[src/rtl/briskv_pkg.sv]
// Shared SoC definitions: UART line defaults and the transmitter FSM encoding.
package briskv_pkg;

    localparam int unsigned UART_CLK_HZ_DEFAULT = 27_000_000;
    localparam int unsigned UART_BAUD_DEFAULT   = 115_200;
    localparam int unsigned UART_DATA_BITS      = 8;

    typedef enum logic [1:0] {
        IDLE  = 2'd0,
        START = 2'd1,
        DATA  = 2'd2,
        STOP  = 2'd3
    } uart_tx_state_t;

endpackage

[src/rtl/sync_fifo.sv]
// Single-clock circular FIFO with registered full/empty flags; shared by the UART directions.
module sync_fifo #(
    parameter int unsigned WIDTH = 8,
    parameter int unsigned DEPTH = 4
) (
    input  logic             clk,
    input  logic             rst_n,
    input  logic             push,
    input  logic [WIDTH-1:0] wdata,
    input  logic             pop,
    output logic [WIDTH-1:0] rdata,
    output logic             full,
    output logic             empty
);

    localparam int unsigned PTR_W = (DEPTH > 1) ? $clog2(DEPTH) : 1;
    localparam int unsigned CNT_W = $clog2(DEPTH + 1);
    localparam logic [CNT_W-1:0] CNT_MAX = CNT_W'(DEPTH);

    if (DEPTH < 2 || (DEPTH & (DEPTH - 1)) != 0) begin : g_depth_check
        $error("sync_fifo: DEPTH must be a power of 2 and at least 2");
    end

    logic [WIDTH-1:0] mem [DEPTH];
    logic [PTR_W-1:0] wptr;
    logic [PTR_W-1:0] rptr;
    logic [CNT_W-1:0] count;
    logic [CNT_W-1:0] count_next;
    logic             do_push;
    logic             do_pop;

    // Requests against a full/empty buffer are dropped here, not by the caller.
    assign do_push = push && !full;
    assign do_pop  = pop && !empty;
    assign rdata   = mem[rptr];

    always_comb begin
        count_next = count;
        case ({do_push, do_pop})
            2'b10:   count_next = count + CNT_W'(1);
            2'b01:   count_next = count - CNT_W'(1);
            default: count_next = count;
        endcase
    end

    always_ff @(posedge clk) begin
        if (do_push) begin
            mem[wptr] <= wdata;
        end
    end

    always_ff @(posedge clk or negedge rst_n) begin
        if (!rst_n) begin
            wptr  <= '0;
            rptr  <= '0;
            count <= '0;
            full  <= 1'b0;
            empty <= 1'b1;
        end else begin
            if (do_push) begin
                wptr <= wptr + PTR_W'(1);
            end
            if (do_pop) begin
                rptr <= rptr + PTR_W'(1);
            end
            count <= count_next;
            full  <= (count_next == CNT_MAX);
            empty <= (count_next == '0);
        end
    end

endmodule

[src/rtl/uart_tx.sv]
// Buffered 8N1 UART transmitter: valid/ready byte FIFO feeding a baud-rate serializer, LSB first.
module uart_tx
    import briskv_pkg::*;
#(
    parameter int unsigned CLK_FREQ_HZ = UART_CLK_HZ_DEFAULT,
    parameter int unsigned BAUD        = UART_BAUD_DEFAULT,
    parameter int unsigned FIFO_DEPTH  = 4
) (
    input  logic       CLK,
    input  logic       RESET,
    input  logic [7:0] tx_data,
    input  logic       tx_valid,
    output logic       tx_ready,
    output logic       busy,
    output logic       TXD
);

    localparam int unsigned CLKS_PER_BIT = CLK_FREQ_HZ / BAUD;
    localparam int unsigned BAUD_W       = $clog2(CLKS_PER_BIT);
    localparam logic [BAUD_W-1:0] BAUD_RELOAD = BAUD_W'(CLKS_PER_BIT - 1);
    localparam logic [2:0] LAST_BIT = 3'(UART_DATA_BITS - 1);

    if (CLKS_PER_BIT < 2) begin : g_baud_check
        $error("uart_tx: CLK_FREQ_HZ / BAUD must be at least 2");
    end

    uart_tx_state_t    state;
    uart_tx_state_t    state_next;
    logic [7:0]        shift;
    logic [7:0]        shift_next;
    logic [BAUD_W-1:0] baud_cnt;
    logic [BAUD_W-1:0] baud_cnt_next;
    logic [2:0]        bit_idx;
    logic [2:0]        bit_idx_next;
    logic              txd_next;
    logic              bit_done;
    logic              fifo_full;
    logic              fifo_empty;
    logic              fifo_pop;
    logic [7:0]        fifo_rdata;

    sync_fifo #(
        .WIDTH (8),
        .DEPTH (FIFO_DEPTH)
    ) u_fifo (
        .clk   (CLK),
        .rst_n (RESET),
        .push  (tx_valid),
        .wdata (tx_data),
        .pop   (fifo_pop),
        .rdata (fifo_rdata),
        .full  (fifo_full),
        .empty (fifo_empty)
    );

    assign tx_ready = !fifo_full;
    assign busy     = (state != IDLE) || !fifo_empty;
    assign bit_done = (baud_cnt == '0);

    // State and datapath registers; reset abandons any frame in flight.
    always_ff @(posedge CLK or negedge RESET) begin
        if (!RESET) begin
            state    <= IDLE;
            shift    <= '0;
            baud_cnt <= '0;
            bit_idx  <= '0;
            TXD      <= 1'b1;
        end else begin
            state    <= state_next;
            shift    <= shift_next;
            baud_cnt <= baud_cnt_next;
            bit_idx  <= bit_idx_next;
            TXD      <= txd_next;
        end
    end

    always_comb begin
        state_next = state;
        case (state)
            IDLE:    if (!fifo_empty) state_next = START;
            START:   if (bit_done) state_next = DATA;
            DATA:    if (bit_done && (bit_idx == LAST_BIT)) state_next = STOP;
            STOP:    if (bit_done) state_next = fifo_empty ? IDLE : START;
            default: state_next = IDLE;
        endcase
    end

    // Datapath next values; a byte is popped straight out of IDLE or the end of STOP.
    always_comb begin
        fifo_pop      = 1'b0;
        shift_next    = shift;
        bit_idx_next  = bit_idx;
        txd_next      = TXD;
        baud_cnt_next = bit_done ? BAUD_RELOAD : (baud_cnt - BAUD_W'(1));
        case (state)
            IDLE: begin
                txd_next      = 1'b1;
                baud_cnt_next = '0;
                if (!fifo_empty) begin
                    fifo_pop      = 1'b1;
                    shift_next    = fifo_rdata;
                    baud_cnt_next = BAUD_RELOAD;
                    txd_next      = 1'b0;
                end
            end
            START: begin
                if (bit_done) begin
                    txd_next     = shift[0];
                    bit_idx_next = '0;
                end
            end
            DATA: begin
                if (bit_done) begin
                    if (bit_idx == LAST_BIT) begin
                        txd_next = 1'b1;
                    end else begin
                        shift_next   = {1'b0, shift[7:1]};
                        txd_next     = shift[1];
                        bit_idx_next = bit_idx + 3'd1;
                    end
                end
            end
            STOP: begin
                if (bit_done) begin
                    if (!fifo_empty) begin
                        fifo_pop   = 1'b1;
                        shift_next = fifo_rdata;
                        txd_next   = 1'b0;
                    end else begin
                        txd_next      = 1'b1;
                        baud_cnt_next = '0;
                    end
                end
            end
            default: begin
                txd_next      = 1'b1;
                baud_cnt_next = '0;
            end
        endcase
    end

endmodule

[config.mk]
export PLATFORM = sky130hd
export DESIGN_NAME = uart_tx
export DESIGN_NICKNAME = d
export VERILOG_FILES = /design/src/rtl/briskv_pkg.sv /design/src/rtl/sync_fifo.sv /design/src/rtl/uart_tx.sv
export SDC_FILE = /design/constraint.sdc
export NUM_CORES = 1
export LEC_CHECK = 0
export CORE_MARGIN = 10
export CORE_UTILIZATION = 45
export CTS_CLUSTER_DIAMETER = 30
export DETAILED_ROUTE_END_ITERATION = 8
export GPL_TIMING_DRIVEN = 0
export PLACE_DENSITY_LB_ADDON = 0.12
export REMOVE_ABC_BUFFERS = 1
export SETUP_SLACK_MARGIN = 0.05
export SYNTH_ARGS = -nofsm -noshare
export SYNTH_HDL_FRONTEND = slang
export SYNTH_SLANG_ARGS = --single-unit
export TNS_END_PERCENT = 1
[constraint.sdc]
create_clock -name CLK -period 5.2 [get_ports CLK]
set_clock_uncertainty 0.1 [all_clocks]
set_input_delay 1.04 -clock CLK [delete_from_list [all_inputs] [get_ports CLK]]
set_output_delay 1.04 -clock CLK [all_outputs]
set_load 0.02 [all_outputs]
==> results of run 1 <==
stage by stage:
stage | instance area [um2] | utilization [%] | total power (uW)
final | 3410 | 52.8 | 2150
after global routing | 3410 | 52.8 | 2330
after CTS | 3410 | 52.8 | 2170
after detailed placement | 3250 | 50.3 | 1800
after global placement | 3250 | 50.3 | 1800
after floorplan | 3030 | - | 1590
metal layers:
metal  part of all wire, %  wire length (um)  GRT usage, %  vias up
met1                    51              2580          15.0      853
met5                     0                 0             0        -
met3                   3.7               186          3.17        6
met4                   1.6                82          5.21        0
met2                    44              2240          16.0       33
li1                      -                 -             -      863
power by group through the flow:
stage | Sequential, uW | Clock, uW | Combinational (uW)
after floorplan | 828 | 0 | 764
after global placement | 862 | 0 | 938
after detailed placement | 863 | 0 | 942
after CTS | 855 | 371 | 945
after global routing | 881 | 395 | 1050
final | 851 | 361 | 935
cell usage after synthesis, drive strengths merged, types with 2 or more instances:
| cell type | n |
|---|---|
| mux2 | 13 |
| a21boi | 3 |
| o2bb2ai | 2 |
| dfstp | 2 |
| edfxtp | 32 |
| clkbuf | 6 |
| nor3 | 7 |
| nor3b | 2 |
| nor2 | 16 |
| o21ai | 9 |
| nand2b | 3 |
| dfrtp | 29 |
| and2 | 5 |
| xor2 | 3 |
| a21oi | 2 |
| a21o | 2 |
| nand3 | 3 |
| inv | 11 |
| o211ai | 4 |
| mux4 | 8 |
| xnor2 | 5 |
| ha | 15 |
| nor2b | 4 |
| nand2 | 21 |
kinds of logic after synthesis:
group	Yosys count
simple gates	66
fa+ha+maj	16
flops	63
mux	22
buf+inv	18
xor+xnor	8
compound gates	35
worst max-delay path by stage:
stage / slack, ns / startpoint / depth (start not counted) / end
after CTS: 1.73 / baud_cnt[0] / 10 / u_fifo.full
after floorplan: 2.25 / baud_cnt[0] / 10 / u_fifo.full
after global placement: 1.65 / tx_valid / 8 / u_fifo.full
after detailed placement: 1.66 / tx_valid / 8 / u_fifo.full
after global routing: 1.41 / baud_cnt[0] / 10 / u_fifo.full
final: 1.71 / baud_cnt[0] / 10 / u_fifo.full
flip-flops by register name (all words and copies together), names as in the netlist:
| register | count |
|---|---|
| u_fifo.mem | 32 |
| baud_cnt | 8 |
| shift | 8 |
| bit_idx | 3 |
| u_fifo.count | 3 |
| state | 2 |
| u_fifo.rptr | 2 |
| u_fifo.wptr | 2 |
| TXD | 1 |
| u_fifo.empty | 1 |
| u_fifo.full | 1 |
final cells by class:
cell class / count / area share [%]
repair buffers: 13 / 3.67
clock buffers: 9 / 3.63
well taps: 77 / 2.83
multi-input cells: 147 / 36.5
flip-flops and latches: 63 / 51.0
inverters: 11 / 1.21
clock inverters: 6 / 1.14
worst max-delay path: stages (launching register included):
cell and delay (ns):
dfrtp_1 0.42, inv_1 0.12, ha_1 0.20, nor3b_1 0.64, a31oi_1 0.24, nor3_1 0.30
ha_1 0.27, fa_1 0.42, mux2_2 0.27, or2_2 0.31, nor2b_1 0.12
==> impl_metrics.yaml, run 1 <==
logic_synthesis:
  postSynthCellCount: 228
  synth-xor-area-share_pct: 2.30
  async_flop_share_pct: 49.2
  avgSynthCellArea_um2: 13.4
  synth_top_family_by_area: "multiplexers"
  ys_types: 48
  ys_top_cells_by_area: "edfxtp_1, dfrtp_1, ha_1"
  synthMuxAreaShare_pct: 12.0
  yosys_register_bits: 63
  seq_area_frac_synth_pct: 57.0
  synth_top_area_share_pct: 31.5
  yosys_most_used_dff: "edfxtp_1"
  synth-edff-count: 32
  synth_area_um2: 3050
  synthSimpleGateAreaFrac_pct: 11.1
  synth_fa_ha_area_share_pct: 6.80
  synth_warnings: 0
  synth_area_leader_cell: "edfxtp_1"
  synth_compound_area_share_pct: 8.52
cells_and_area:
  final_cell_mix: "edfxtp_1, dfrtp_1, nand2_1, nor2_1, ha_1"
  fillers: 597
  final_cells: 326
  area_growth_syn_to_layout_pct: 11.7
  layout.nets: 272
  multi_input_area_um2: 1240
  diodes: 0
  seqCellArea_um2: 1740
  drive_gt1_share_pct: 18.9
  final_common_cell: "edfxtp_1"
detailed_routing:
  num_vias: 1755
  drt_iter0_drc: 43
  wl_um: 5090
  route.detailed.drc: 0
  wire_per_inst_um: 15.6
  vias_per_cell: 5.38
  drtPass1Iterations: 4
  ant_nets: 0
critical_path:
  required_ns: 5.36
  rr_worst_depth: 10
  path_class: "reg -> reg"
  cp-start-kind: "flip-flop"
  worstPathMaxFanout: 6
  r2r_end: "u_fifo.full"
  critical_path.endpoint_type: "flip-flop"
  r2r-start: "baud_cnt[0]"
  r2r_slack_ns: 1.71
  arrival_ns: 3.65
placement:
  io_buffers: 13
  dp_slack_ns: 1.66
  place_inst: 311
  hpwl_um: 3540
  globalplace.congestion: 0.772
floorplan:
  start_util_pct: 47.3
  rows: 29
  core_area_um2: 6460
  dieHeight_um: 102
  pin_count: 14
  die_area_um2: 10500
  dieWidth_um: 102
power_and_ir_drop:
  combPwrFrac_pct: 43.6
  seq_power_share_pct: 39.6
  p_leak_uw: 0.00136
  powerDensity_nw_per_um2: 629
  switchingPower_uw: 791
  swShare_pct: 36.8
  vdd_drop_max_mv: 0.282
  clkPwrFrac_pct: 16.8
  p_int_uw: 1360
worst_hold_path:
  worstHoldEndpoint: "u_fifo.count[2]"
  holdPathStages: 1
  min_from: "u_fifo.count[2]"
  hold_path.class: "reg -> reg"
global_route:
  grt_first_pass_wirelength_um: 8960
  track_usage_pct: 11.1
  antenna_found_initial: 0
  grt_pass1_vias: 1808
  grt_max_degree: 32
  grt_overflow_total: 0
sta:
  setup_viol_count_final: 0
  fmaxAchievable_mhz: 287
  slew_violations: 0
  fin_crit_ns: 3.49
  rsz0062_at_grt: "false"
  hold-worst-slack_ns: 0.382
  fin_crit_sh_pct: 67.1
  final_hold_viol_count: 0
  slew_headroom_pct: 49.5
  worst_pin_slew_ns: 0.756
  fin_setup_tns_ns: 0
  fin_ws_ns: 1.71
flow_run:
  cap_violations: 0
clocking:
  clock_latency_ns: 0.33
  post_cts_resized: 0
  cts_sinks: 63
  cts_buffer_depth: 2
  numCtsBuffers: 9
  post_cts_buffers: 0
  clk_pin_slew_ns: 0.07
  cts_hold_buf: 0
  clock-root-buffer: "clkbuf_8"
  htree_levels: 3
  tritoncts: "built"
status:
  status: "finished, final reports clean"
Power figures use the tool's default switching activity.
==> inputs of run 2 (changes only) <==
Clock period 5.2 ns to 3.6 ns, I/O delays scaled along.
==> run 2 against run 1 <==
Flip-flop and latch count unchanged. Fmax grew 9.2%. Final cell count is the same. Count of clock-buffer cells in the layout is the same. First-iteration DRC count did not move. Via count about the same. Clock power grew 44%. Worst hold slack lost 0.037 ns. Critical path type unchanged. Highest routed layer unchanged.
==> impl_metrics.yaml, run 2 (synthesis gave the netlist of run 1 again) <==
global_route:
  grt_use_met1_pct: 15.0
  track_usage_pct: 11.1
  grt_pass1_vias: 1808
  busiest_layer: "met2"
  use_met2_pct: 16.0
  gr-usage-met3_pct: 3.17
  antenna_found_initial: 0
  grt_first_pass_wirelength_um: 8960
  grt_overflow_total: 0
  grt_max_degree: 32
critical_path:
  worstPathMaxFanout: 6
  critical_path.endpoint_type: "flip-flop"
  cp_num_buf_inv: 1
  required_ns: 3.76
  r2r_end: "u_fifo.full"
  slowest_stage: "dfrtp_1"
  arrival_ns: 3.36
  cpMostUsedCell: "ha_1"
  cp_cell_sequence: "inv_1 -> ha_1 -> nor3b_2 -> a31oi_1 -> nor3_1 -> ha_1 -> fa_1 -> mux2_2 -> or2_2 -> nor2b_1"
  rr_worst_depth: 10
  r2r_slack_ns: 0.41
  slowest_delay_ns: 0.42
  cp_top_family: "simple AND/OR/NAND/NOR gates"
  cp-start-kind: "flip-flop"
  path_class: "reg -> reg"
  r2r-start: "baud_cnt[0]"
cells_and_area:
  final_common_cell: "edfxtp_1"
  final_cell_mix: "edfxtp_1, dfrtp_1, nand2_1, nor2_1, ha_1"
  fin_util_pct: 52.9
  area_growth_syn_to_layout_pct: 11.8
  fillers: 596
  largest-register: "u_fifo.mem"
  drive_gt1_share_pct: 19.3
  largest_reg_flops: 32
  diodes: 0
  fin_area_um2: 3410
  layout.nets: 272
  reg_top3: "u_fifo.mem x32, baud_cnt x8, shift x8"
detailed_routing:
  num_vias: 1754
  route.detailed.drc: 0
  drtPass1Iterations: 4
  wl_um: 5100
  wire_per_inst_um: 15.6
  vias_per_cell: 5.38
  drt_iter0_drc: 43
  ant_nets: 0
clocking:
  clock-root-buffer: "clkbuf_8"
  numCtsBuffers: 9
  cts_buffer_depth: 2
  clk_pin_slew_ns: 0.07
  cts_sinks: 63
  clock_latency_ns: 0.33
  tritoncts: "built"
  htree_levels: 3
sta:
  fin_setup_tns_ns: 0
  fin_crit_sh_pct: 88.7
  worst_pin_slew_ns: 0.742
  rsz0062_at_grt: "false"
  hold-worst-slack_ns: 0.345
  final_hold_viol_count: 0
  fmaxAchievable_mhz: 313
  setup_viol_count_final: 0
  fin_crit_ns: 3.19
  slew_violations: 0
  slew_headroom_pct: 50.5
flow_run:
  cap_violations: 0
floorplan:
  start_util_pct: 47.3
  dieHeight_um: 102
  pin_count: 14
  die_area_um2: 10500
  core_area_um2: 6460
  dieWidth_um: 102
  rows: 29
placement:
  hpwl_um: 3540
  io_buffers: 13
  dpl_cell_area_um2: 3250
  globalplace.congestion: 0.772
power_and_ir_drop:
  vdd_drop_max_mv: 0.407
  power_uw: 3100
  powerDensity_nw_per_um2: 909
  p_leak_uw: 0.00136
worst_hold_path:
  hold_path.class: "in -> async"
status:
  status: "finished, final reports clean"
[run 2: per-stage QoR]
stage | instances | setup WS [ns]
floorplan | 221 | 0.647
global placement | 311 | 0.139
detailed placement | 311 | 0.171
CTS | 326 | 0.129
global route | 326 | 0.130
finish | 326 | 0.406
[run 2: final cells by class]
class	instances	area (um2)	area share [%]
Clock inverter	6	38.8	1.14
Multi-Input combinational cell	147	1250	36.6
Timing Repair Buffer	13	125	3.66
Clock buffer	9	124	3.63
Inverter	11	41.3	1.21
Sequential cell	63	1740	50.9
Tap cell	77	96.3	2.82
[run 2: power breakdown]
part | total [uW] | switching [uW] | internal [uW]
Clock | 521 | 278 | 243
Combinational | 1350 | 651 | 701
Sequential | 1230 | 216 | 1020
[run 2: timing repair]
action / in CTS / in global routing
hold buffers: 0 / 0
buffers inserted: 0 / 0
resized for setup: 0 / 1
setup endpoints to repair: 0 / 2
[run 2: metal layers]
| metal | share of wire [%] | wire length, um |
|---|---|---|
| met1 | 51 | 2610 |
| met2 | 44 | 2250 |
| met3 | 3.1 | 160 |
| met4 | 1.6 | 82 |
| met5 | 0 | 0 |
[run 2: worst max path at each step]
stage,endpoint,slack [ns],depth (start not counted),startpoint
floorplan,u_fifo.full,0.65,10,baud_cnt[0]
global placement,u_fifo.full,0.14,10,baud_cnt[0]
detailed placement,u_fifo.full,0.17,10,baud_cnt[0]
CTS,u_fifo.full,0.13,10,baud_cnt[0]
global route,u_fifo.full,0.13,10,baud_cnt[0]
finish,u_fifo.full,0.41,10,baud_cnt[0]
[run 2: worst register-to-register path, cell delays in order, from the launching register on]
cell and delay, ns:
dfrtp_1 0.42, inv_1 0.12, ha_1 0.20, nor3b_2 0.40, a31oi_1 0.20, nor3_1 0.29, ha_1 0.27, fa_1 0.42
mux2_2 0.27, or2_2 0.31, nor2b_1 0.12
